$ cat src/rtl/fix2bcd_conv.sv
// fix2bcd_conv: converts an unsigned INT_W.FRAC_W fixed-point value into
// BCD digits. The integer part uses shift-and-add-3, one bit per cycle.
// The fraction part uses repeated multiply-by-10, one digit per cycle.
module fix2bcd_conv #(
  parameter int unsigned INT_W       = 16,
  parameter int unsigned FRAC_W      = 24,
  parameter int unsigned INT_DIGITS  = 5,
  parameter int unsigned FRAC_DIGITS = 4
) (
  input  logic                      clk,
  input  logic                      rst,
  input  logic                      conv_start,
  input  logic [INT_W+FRAC_W-1:0]   conv_din,
  input  logic                      conv_neg,
  input  logic                      conv_ovf,
  output logic                      conv_busy,
  output logic                      conv_done,
  output logic [4*INT_DIGITS-1:0]   int_bcd,
  output logic [4*FRAC_DIGITS-1:0]  frac_bcd,
  output logic                      sign_out,
  output logic                      err_out
);

  localparam int unsigned CNT_MAX = (INT_W > FRAC_DIGITS) ? INT_W : FRAC_DIGITS;
  localparam int unsigned CNT_W   = $clog2(CNT_MAX) + 1;

  typedef enum logic [1:0] {
    S_IDLE,
    S_INT,
    S_FRAC,
    S_DONE
  } state_t;

  state_t                     state_q, state_d;
  logic [CNT_W-1:0]           cnt_q, cnt_d;
  logic [INT_W-1:0]           int_sr_q, int_sr_d;
  logic [FRAC_W-1:0]          frac_sr_q, frac_sr_d;
  logic [4*INT_DIGITS-1:0]    bcd_q, bcd_d;
  logic [4*FRAC_DIGITS-1:0]   facc_q, facc_d;
  logic                       neg_q, neg_d;
  logic                       ovf_q, ovf_d;
  logic [4*INT_DIGITS-1:0]    int_bcd_q, int_bcd_d;
  logic [4*FRAC_DIGITS-1:0]   frac_bcd_q, frac_bcd_d;
  logic                       sign_q, sign_d;
  logic                       err_q, err_d;

  logic [4*INT_DIGITS-1:0]    adj;
  logic [3:0]                 nib;
  logic [FRAC_W+3:0]          prod;

  // State and datapath registers; everything clears on async reset.
  always_ff @(posedge clk or posedge rst) begin
    if (rst) begin
      state_q    <= S_IDLE;
      cnt_q      <= '0;
      int_sr_q   <= '0;
      frac_sr_q  <= '0;
      bcd_q      <= '0;
      facc_q     <= '0;
      neg_q      <= 1'b0;
      ovf_q      <= 1'b0;
      int_bcd_q  <= '0;
      frac_bcd_q <= '0;
      sign_q     <= 1'b0;
      err_q      <= 1'b0;
    end else begin
      state_q    <= state_d;
      cnt_q      <= cnt_d;
      int_sr_q   <= int_sr_d;
      frac_sr_q  <= frac_sr_d;
      bcd_q      <= bcd_d;
      facc_q     <= facc_d;
      neg_q      <= neg_d;
      ovf_q      <= ovf_d;
      int_bcd_q  <= int_bcd_d;
      frac_bcd_q <= frac_bcd_d;
      sign_q     <= sign_d;
      err_q      <= err_d;
    end
  end

  // Next-state logic: capture, integer double dabble, fraction digits, publish.
  always_comb begin
    state_d    = state_q;
    cnt_d      = cnt_q;
    int_sr_d   = int_sr_q;
    frac_sr_d  = frac_sr_q;
    bcd_d      = bcd_q;
    facc_d     = facc_q;
    neg_d      = neg_q;
    ovf_d      = ovf_q;
    int_bcd_d  = int_bcd_q;
    frac_bcd_d = frac_bcd_q;
    sign_d     = sign_q;
    err_d      = err_q;
    adj        = '0;
    nib        = '0;
    prod       = '0;

    unique case (state_q)
      S_IDLE: begin
        if (conv_start) begin
          int_sr_d  = conv_din[FRAC_W +: INT_W];
          frac_sr_d = conv_din[FRAC_W-1:0];
          neg_d     = conv_neg;
          ovf_d     = conv_ovf;
          bcd_d     = '0;
          facc_d    = '0;
          cnt_d     = '0;
          if (conv_ovf) begin
            // Overflow reaches DONE on the capture edge, so the outputs are
            // published from the inputs here rather than from latched state.
            state_d    = S_DONE;
            int_bcd_d  = '1;
            frac_bcd_d = '1;
            sign_d     = conv_neg;
            err_d      = 1'b1;
          end else begin
            state_d = S_INT;
          end
        end
      end

      S_INT: begin
        for (int unsigned i = 0; i < INT_DIGITS; i++) begin
          nib = bcd_q[4*i +: 4];
          adj[4*i +: 4] = (nib >= 4'd5) ? nib + 4'd3 : nib;
        end
        bcd_d    = {adj[4*INT_DIGITS-2:0], int_sr_q[INT_W-1]};
        int_sr_d = {int_sr_q[INT_W-2:0], 1'b0};
        if (cnt_q == CNT_W'(INT_W - 1)) begin
          cnt_d   = '0;
          state_d = S_FRAC;
        end else begin
          cnt_d = cnt_q + CNT_W'(1);
        end
      end

      S_FRAC: begin
        prod      = (FRAC_W+4)'(frac_sr_q) * (FRAC_W+4)'(10);
        frac_sr_d = prod[FRAC_W-1:0];
        facc_d    = {facc_q[4*FRAC_DIGITS-5:0], prod[FRAC_W+3:FRAC_W]};
        if (cnt_q == CNT_W'(FRAC_DIGITS - 1)) begin
          cnt_d      = '0;
          state_d    = S_DONE;
          int_bcd_d  = bcd_q;
          frac_bcd_d = facc_d;
          sign_d     = neg_q;
          err_d      = ovf_q;
        end else begin
          cnt_d = cnt_q + CNT_W'(1);
        end
      end

      S_DONE: begin
        state_d = S_IDLE;
      end

      default: begin
        state_d = S_IDLE;
      end
    endcase
  end

  assign conv_busy = (state_q == S_INT) || (state_q == S_FRAC);
  assign conv_done = (state_q == S_DONE);
  assign int_bcd   = int_bcd_q;
  assign frac_bcd  = frac_bcd_q;
  assign sign_out  = sign_q;
  assign err_out   = err_q;

endmodule
$ cat config.mk
export PLATFORM = sky130hd
export DESIGN_NAME = fix2bcd_conv
export DESIGN_NICKNAME = d
export VERILOG_FILES = /design/src/rtl/fix2bcd_conv.sv
export SDC_FILE = /design/constraint.sdc
export NUM_CORES = 1
export LEC_CHECK = 0
export ABC_AREA = 1
export BUFFER_PORTS_ARGS = -buffer_cell sky130_fd_sc_hd__buf_2
export CORE_UTILIZATION = 48
export CTS_CLUSTER_DIAMETER = 40
export CTS_CLUSTER_SIZE = 14
export DETAILED_ROUTE_END_ITERATION = 8
export PLACE_DENSITY = 0.75
export SYNTH_ARGS = -nofsm -noshare
export SYNTH_HDL_FRONTEND = slang
export SYNTH_SLANG_ARGS = --single-unit
$ cat constraint.sdc
create_clock -name clk -period 9 [get_ports clk]
set_input_delay 0.9 -clock clk [delete_from_list [all_inputs] [get_ports clk]]
set_output_delay 0.9 -clock clk [all_outputs]
set_load 0.01 [all_outputs]
Word-level counts from Yosys, hierarchy flattened. Index checks and enable logic that the tools add are counted.

Bits in registers: 119. Input bits: 45. Output and inout port bits: 40. Word-level logic and storage cells: 82.

Add/sub/neg operators: 6. Multiply operators: 1. Order comparisons: 5. Equality and inequality tests: 9. Muxes and demuxes: 38. Reductions and logical operators: 11.

Operators by type and width (number): two-way mux 20 bit (4); case mux 20 bit (2 select lines) (2); two-way mux 16 bit (4); case mux 16 bit (2 select lines) (2); case mux 24 bit (2 select lines) (1); multiplier 24 x 3 -> 27 bit (second input constant) (1); two-way mux 24 bit (1); case mux 12 bit (2 select lines) (1); >= comparator 4 x 3 -> 1 bit (second input constant) (5); adder 4 x 2 -> 4 bit (second input constant) (4); two-way mux 4 bit (4); two-way mux 5 bit (3); case mux 5 bit (3 select lines) (1); two-way mux 12 bit (1); two-way mux 2 bit (4); inequality test 2 bit (second input constant) (4); case mux 2 bit (4 select lines) (1); AND reduction 2 bit (4); two-way mux 1 bit (6); adder 5 x 1 -> 5 bit (second input constant) (1); == test 5 x 2 -> 1 bit (second input constant) (1); == test 5 x 4 -> 1 bit (second input constant) (1); == test 2 bit (second input constant) (2); case mux 1 bit (2 select lines) (2); 9 further kinds (10).

Depth between registers and ports, before layout. Gate-level depths: netlist (run 1).

Depth in word-level cells: 3. Depth in mapped cells: 15. Gate-level depth less buffers: 15.

Worst setup path before layout (run 1). OpenSTA, ideal clock, no wires.

Path type: register to register. Start: register frac_sr_q[3]. End: register frac_sr_q[20]. Setup time: 0.121 ns. Arrival: 2.006 ns. Data required time: 8.879 ns. Setup slack: 6.873 ns. Stages on the path, launching flop included: 15. Buffers on the path: 0. Period minus slack after synthesis: 2.127 ns. Cells stage by stage: dfrtp_1 -> ha_1 -> ha_1 -> inv_1 -> fa_1 -> inv_1 -> nand3_1 -> nand3_1 -> nand2_1 -> nand2_1 -> nand2_1 -> nand2_1 -> nor2_1 -> o21bai_1 -> nand2_1.

Cells in the longest elaborated chain, start to end: 2.

Ends and longest elaborated chain: start, declared (RTL line 37) `logic [FRAC_W-1:0] frac_sr_q, frac_sr_d;`; start signal, assigned (RTL line 70) `frac_sr_q <= frac_sr_d;`; multiplier 24 x 3 -> 27 bit (RTL line 140) `prod = (FRAC_W+4)'(frac_sr_q) * (FRAC_W+4)'(10);`; case mux 24 bit (2 select lines) (RTL line 100) `unique case (state_q)`.

No other way between the ends. A chain may end at the register's enable or synchronous reset.

Final worst setup path (run 1).
Start: register state_q[1]. End: register bcd_q[8].

Cells in the longest elaborated chain, start to end: 3. Elaborated cells between the ends (all ways): 6. Classes of those cells: eq/ne (2); mux (1); reduce/logical (3).

Ends and longest elaborated chain: start, declared (RTL line 34) `state_t state_q, state_d;`; start signal, assigned (RTL line 67) `state_q <= state_d;`; == test 2 x 1 -> 1 bit or zero test 2 bit (tied branches) (RTL line 100); nonzero test 2 bit (no line) or inequality test 2 bit (tied branches); AND reduction 2 bit (no line); end signal, assigned (RTL line 58) `bcd_q <= '0;`; end signal, assigned (RTL line 71) `bcd_q <= bcd_d;`; end, declared (RTL line 38) `logic [4*INT_DIGITS-1:0] bcd_q, bcd_d;`.

Parallel ways exist; a longest one is shown, timed or not.

==> results.toml, run 1 <==
[outcome]
run_status = "completed"

[power_and_ir_drop]
power.ir.vdd_worst_mv = 0.2277
leakage_power_summed_over_all_cells_nw = 4.264
totalPowerFinal_mw = 3.782
power_density_nw_per_um2 = 443.9

[final_layout]
final_nets = 1162
drive_above_1_share = 0.1592
antennaDiodeCount = 0
areaGrowthSynthToFinish_pct = 15.58
fill_cells = 1364
post-route-util = 0.5774
layoutNonFillerInstCount = 1252

[global_routing]
grt_start_max_net_pins = 63
grt_usage = 0.2252
grt.overflow.total = 0
first_global_vias = 6120
grt_antenna_before_repair = 0
grt_pass1_wl_mm = 28.96

[drt]
route.detailed.wl_per_inst_um = 13.36
detailedRoute.firstIterationViolations = 417
routed_wl_mm = 16.73
vias_per_cell = 5.112
antenna_left = 0
vias = 6400
drt_drc_violations_left = 0
drt_pre_antenna_iters = 5

[logic_synthesis]
netlist_instances = 976
synthMuxAreaShare = 0
proportion_of_synthesized_flip_flops_having_asynchronous_set_or_reset = 1.000
synth_area_per_cell_um2 = 7.552
synth_compound_area_frac = 0.1319
synthTopCellsByCount = "nand2_1, nor2_1, inv_1"
synthesis.nets = 1083
post_synth_fa_ha_maj_area_fraction = 0.1063
synth_area_in_simple_gates = 0.2548
ys_dominant_reg_cell = "dfrtp_1"
synth_top_cell_by_area = "dfrtp_1"
synth_top_cell_area_share = 0.4040
synth_warnings = 0
synth_most_common_cell = "nand2_1"
main_combinational_cell_family_by_area_after_synthesis = "simple AND/OR/NAND/NOR gates"
syn-cell-area_um2 = 7371
yosys.cell_types.count = 36
ys_top_cells_by_area = "dfrtp_1, nand2_1, ha_1"
synth_sequential_area_ratio = 0.4040
xor_xnor_share_of_the_synthesized_area = 0.01307
postSynthRegisterBits = 119
synth_enable_flop_cells = 0

[clocking]
hold_buffers = 0
cts-buffers-inserted = 17
postCtsSetupBuffers = 0
clk_pin_slew_ps = 60
ctsLongestPathBuffers = 2
clock_latency_on_the_worst_skew_pair_ps = 410
root_buffer = "clkbuf_16"
tritoncts = "built"
htree_levels = 4
cts_resized = 0
clkSinkCount = 119

[timing]
totalNegativeSetupSlack_ps = 0
rsz0062_at_grt = "false"
max-slew-margin-rel = 0.1995
max_slew.worst_pin.slew_ps = 1196
slew_violations = 0
period_share = 0.3344
report.final.hold_viol_count = 0
max_freq_mhz = 332.3
worst_case_clock_skew_ps = 7.601
final-setup-viol-count = 0
fin_hold_ws_ps = 494.1
time_the_final_worst_path_needs_with_i_o_delays_and_setup_ps = 3009

[place]
place.detailed.hpwl_mm = 11.85
place_congestion = 0.8791
port_buffers = 84
post-place-cells = 1220

[die]
width_of_the_chip_um = 125.9
num_io_pins = 85
design.core.area_um2 = 14750
die_y_um = 125.9
floorplan.initialDensity = 0.4996
placement_rows = 44
design.die.area_um2 = 15860

[setup_path]
timing.reg2reg.setup_slack_ps = 5990
data_required_time_at_the_worst_endpoint_ps = 9300
critPathCaptureType = "register"
path_class = "register to register"
type_of_origin_of_the_critical_path = "register"
critical_path_arrival_ps = 3310
crit_fanout = 19

[flow_run]
max-cap-violations = 0

[hold_path]
holdCritPathClass = "register to register"
## metal layers
metal  GRT usage  share of wire
met1      0.3207           0.50
met2      0.3487           0.45
met3     0.04418          0.041
met4     0.06308          0.011
met5           0              0
## critical path: stages (launching register included)
cell,delay (ps)
dfrtp_1,390
inv_1,100
ha_1,560
inv_2,310
nor2_1,770
inv_1,380
o32ai_1,380
## cells by family after synthesis
kind of cell               Yosys count
and+or+nand+nor                    469
buffers and inverters              161
AOI/OAI and AO/OA                  154
DFF                                119
adders and majority gates           62
xor gates and xnor gates            11
## state kept, by name, summed over array words and instances (netlist names)
signal / cells
ovf_q: 1
neg_q: 1
int_sr_q: 16
frac_sr_q: 24
state_q: 2
cnt_q: 5
err_out: 1
int_bcd: 20
sign_out: 1
frac_bcd: 16
facc_q: 12
bcd_q: 20
## cell type report
class | count | area [um2] | share of cell area
Clock buffer | 22 | 484.2 | 0.05684
Clock inverter | 10 | 141.4 | 0.01660
Inverter | 135 | 513.0 | 0.06021
Multi-Input combinational cell | 696 | 3737 | 0.4387
Sequential cell | 119 | 2978 | 0.3495
Tap cell | 184 | 230.2 | 0.02702
Timing Repair Buffer | 86 | 435.4 | 0.05111
## path summary, 6_finish.rpt
check,startpoint,endpoint,cells past startpoint
max,state_q[1],bcd_q[8],6
min,facc_q[1],facc_q[1],2
max reg2reg,state_q[1],bcd_q[8],6
min reg2reg,facc_q[1],facc_q[1],2
max in group asynchronous,rst,frac_bcd[1],3
min in group asynchronous,rst,state_q[1],2
## cells in the final DEF (no fill, tap or decap), drive strengths merged
cell,instances
a21oi,64
a31oi,20
buf,86
bufinv,3
clkbuf,22
clkinv,4
clkinvlp,2
dfrtp,119
fa,1
ha,61
inv,136
nand2,274
nand3,41
nand3b,1
nand4,5
nor2,134
nor3,8
nor4,1
o211ai,1
o21ai,42
o21bai,2
o22ai,21
o2bb2ai,1
o32ai,3
or2,5
xnor2,2
xor2,9
## report_power, final
group,switching [mW],total (mW),leakage [nW],internal [mW]
clock network,0.250,0.716,0.303,0.466
registers,0.143,0.898,1.39,0.755
logic,1.43,2.17,2.57,0.741
## metrics by stage
stage / area (um2) / worst slack (ps)
after CTS: 8519 / 6003
after global routing: 8519 / 5767
after floorplan: 7371 / 4943
after global placement: 7894 / 6108
final: 8519 / 5991
after detailed placement: 7894 / 6040
No activity file was read; power rests on OpenSTA's default activity.
==> run 2, diff against run 1 <==
Settings changed: ABC_AREA 1 to 0.
Clock period 9 ns to 2.8 ns, I/O delays scaled along.
==> run 2 against run 1 <==
Against the previous run: cell area decreased by 4.0%; final cell count down 19%; clock power increased to 3.1 times the previous value; worst hold slack lost 380 ps; maximum frequency rose by 11%; largest cell class unchanged; global-route usage barely moved; register-to-register slack got worse by 5900 ps; critical path depth is 5 higher; non-clock buffer count is 18 higher; sequential cell count did not move; synthesized cell count decreased by 24%.
==> results.toml, run 2 <==
[drt]
antenna_left = 0
route.detailed.wl_per_inst_um = 15.18
vias_per_cell = 5.550
drt_drc_violations_left = 0
vias = 5611
drt_pre_antenna_iters = 5
detailedRoute.firstIterationViolations = 425
routed_wl_mm = 15.35

[power_and_ir_drop]
clkPwrFrac = 0.195
power.share.sequential = 0.247
power_density_nw_per_um2 = 1416
comb_power_share = 0.558
power.ir.vdd_worst_mv = 0.6404
sw_frac = 0.4360
internal_power_mw = 6.529
leakage_power_summed_over_all_cells_nw = 3.679
power.net_switching_mw = 5.047

[logic_synthesis]
netlist_instances = 737
synthesis.nets = 844
postSynthRegisterBits = 119
ys_dominant_reg_cell = "dfrtp_1"
syn-cell-area_um2 = 6835
synth_sequential_area_ratio = 0.4357
yosys.cell_types.count = 56
synthTopCellsByCount = "dfrtp_1, o21ai_0, nand2_1"
proportion_of_synthesized_flip_flops_having_asynchronous_set_or_reset = 1.000
synth_enable_flop_cells = 0
synth_warnings = 0
ys_top_cells_by_area = "dfrtp_1, ha_1, o21ai_0"
synth_top_cell_area_share = 0.4357
synth_area_per_cell_um2 = 9.274
synth_top_cell_by_area = "dfrtp_1"
synth_most_common_cell = "dfrtp_1"

[clocking]
ctsLongestPathBuffers = 2
clock_latency_on_the_worst_skew_pair_ps = 420
tritoncts = "built"
htree_levels = 4
cts-buffers-inserted = 17
clk_pin_slew_ps = 50
root_buffer = "clkbuf_16"
clkSinkCount = 119

[die]
placement_rows = 43
num_io_pins = 85
width_of_the_chip_um = 121.3
floorplan.initialDensity = 0.4924
design.die.area_um2 = 14720
design.core.area_um2 = 13880
die_y_um = 121.3

[timing]
rsz0062_at_grt = "true"
period_share = 0.9702
final_critical_path_setup_slack_ps = 83.48
max_slew.worst_pin.slew_ps = 731.5
final-setup-viol-count = 0
max-slew-margin-rel = 0.5123
worst_case_clock_skew_ps = 5.365
time_the_final_worst_path_needs_with_i_o_delays_and_setup_ps = 2717
max_freq_mhz = 368.1
report.final.hold_viol_count = 0
slew_violations = 0
totalNegativeSetupSlack_ps = 0

[setup_path]
path_class = "register to register"
rr_endpoint = "frac_sr_q[12]"
timing.reg2reg.setup_slack_ps = 80
crit_fanout = 4
critical_path_arrival_ps = 2990
type_of_origin_of_the_critical_path = "register"
critPathCaptureType = "register"
data_required_time_at_the_worst_endpoint_ps = 3070
r2r_cells = 11
worstReg2RegStart = "frac_sr_q[3]"

[hold_path]
holdCritPathClass = "input port to register"
worst_hold_startpoint = "conv_neg"
end_point_of_the_most_critical_hold_path = "neg_q"
whs_path_depth = 3

[final_layout]
max_ffs_per_register = 24
layoutNonFillerInstCount = 1011
antennaDiodeCount = 0
regMostFlops = "frac_sr_q"
final_nets = 926
mostFrequentLayoutCell = "dfrtp_1"
mostFrequentLayoutCells = "dfrtp_1, o21ai_0, buf_2"
drive_above_1_share = 0.1889
areaGrowthSynthToFinish_pct = 19.60

[place]
place.detailed.hpwl_mm = 10.90
pre_cts_slack_ps = 37.07
port_buffers = 84
post-place-cells = 976
place_congestion = 0.8584

[global_routing]
grt_start_max_net_pins = 78
first_global_vias = 5410
grt_usage = 0.2250
grt.overflow.total = 0
grt_antenna_before_repair = 0
grt_pass1_wl_mm = 25.84

[flow_run]
max-cap-violations = 0

[outcome]
run_status = "completed"
-- run 2: cell count changes after synthesis, sizes merged, moves of 14 or more --
cell    before  now
inv        134   47
nor2       134   52
o21ai       42   89
a31oi       20   35
nand2      274   80
xnor2        2   17
clkbuf       4   29
a21oi       64   50
mux2i        0   27
nand3       41    7
-- run 2: final cells by class --
class / count / area (um2)
Fill cell: 1218 / 5705
Multi-Input combinational cell: 530 / 3563
Tap cell: 180 / 225.2
Sequential cell: 119 / 2978
Clock inverter: 7 / 116.4
Inverter: 47 / 180.2
Timing Repair Buffer: 104 / 610.6
Clock buffer: 24 / 501.7
-- run 2: worst max-delay path: stages, from the launching register on --
cell and delay (ps):
dfrtp_1 400, ha_1 290, ha_2 200, inv_2 50, fa_2 190, and2b_2 230, o31ai_4 340, a21oi_4 120
o21a_1 200, or3_1 300, a31oi_1 160, o21ai_1 80
-- run 2: logic make-up after synthesis --
family          share of synthesized area
buf+inv                           0.05070
compound gates                     0.2096
fa+ha+maj                          0.1146
xor+xnor                          0.03075
mux                               0.03954
flops                              0.4357
simple gates                       0.1192
-- run 2: per-stage QoR --
| stage | area [um2] | power (mW) | util | hold WS, ps |
|---|---|---|---|---|
| final | 8175 | 11.58 | 0.5890 | 115.3 |
| after global routing | 8175 | 12.54 | 0.5890 | 107.2 |
| after CTS | 8129 | 11.53 | 0.5856 | 98.97 |
| after detailed placement | 7501 | 9.219 | 0.5404 | 393.4 |
| after global placement | 7501 | 9.064 | 0.5404 | 392.4 |
| after floorplan | 6839 | 7.583 | - | 385.4 |
-- run 2: how the worst max path moves through the flow --
stage	start	endpoint	slack [ps]
6_report	frac_sr_q[3]	frac_sr_q[12]	80
5_1_grt	frac_sr_q[3]	frac_sr_q[12]	-100
4_1_cts	frac_sr_q[3]	frac_bcd[0]	20
3_5_place_dp	frac_sr_q[3]	frac_bcd[0]	40
3_3_place_gp	frac_sr_q[3]	frac_bcd[2]	100
2_1_floorplan	frac_sr_q[3]	frac_bcd[2]	250
-- run 2: what timing repair did --
item / in CTS / in global routing
hold buffers: 1 / 0
resized for setup: 0 / 10
endpoints found under the setup margin: 0 / 10
buffers inserted: 0 / 3
endpoints found under the hold margin: 24 / 0
-- run 2: power groups by stage --
| stage | Combinational [mW] | Sequential [mW] | Clock (mW) |
|---|---|---|---|
| after floorplan | 4.69 | 2.90 | 0 |
| after global placement | 6.21 | 2.86 | 0 |
| after detailed placement | 6.32 | 2.90 | 0 |
| after CTS | 6.37 | 2.87 | 2.29 |
| after global routing | 7.21 | 2.95 | 2.38 |
| final | 6.46 | 2.86 | 2.25 |
-- run 2: layer usage --
metal | share of wire | global-route usage | routed length [um] | vias to the layer above
li1 | - | - | - | 2778
met1 | 0.48 | 0.3112 | 7363 | 2665
met2 | 0.45 | 0.3366 | 6903 | 150
met3 | 0.054 | 0.05310 | 836 | 18
met4 | 0.016 | 0.09336 | 244 | 0
met5 | 0 | 0 | 0 | -
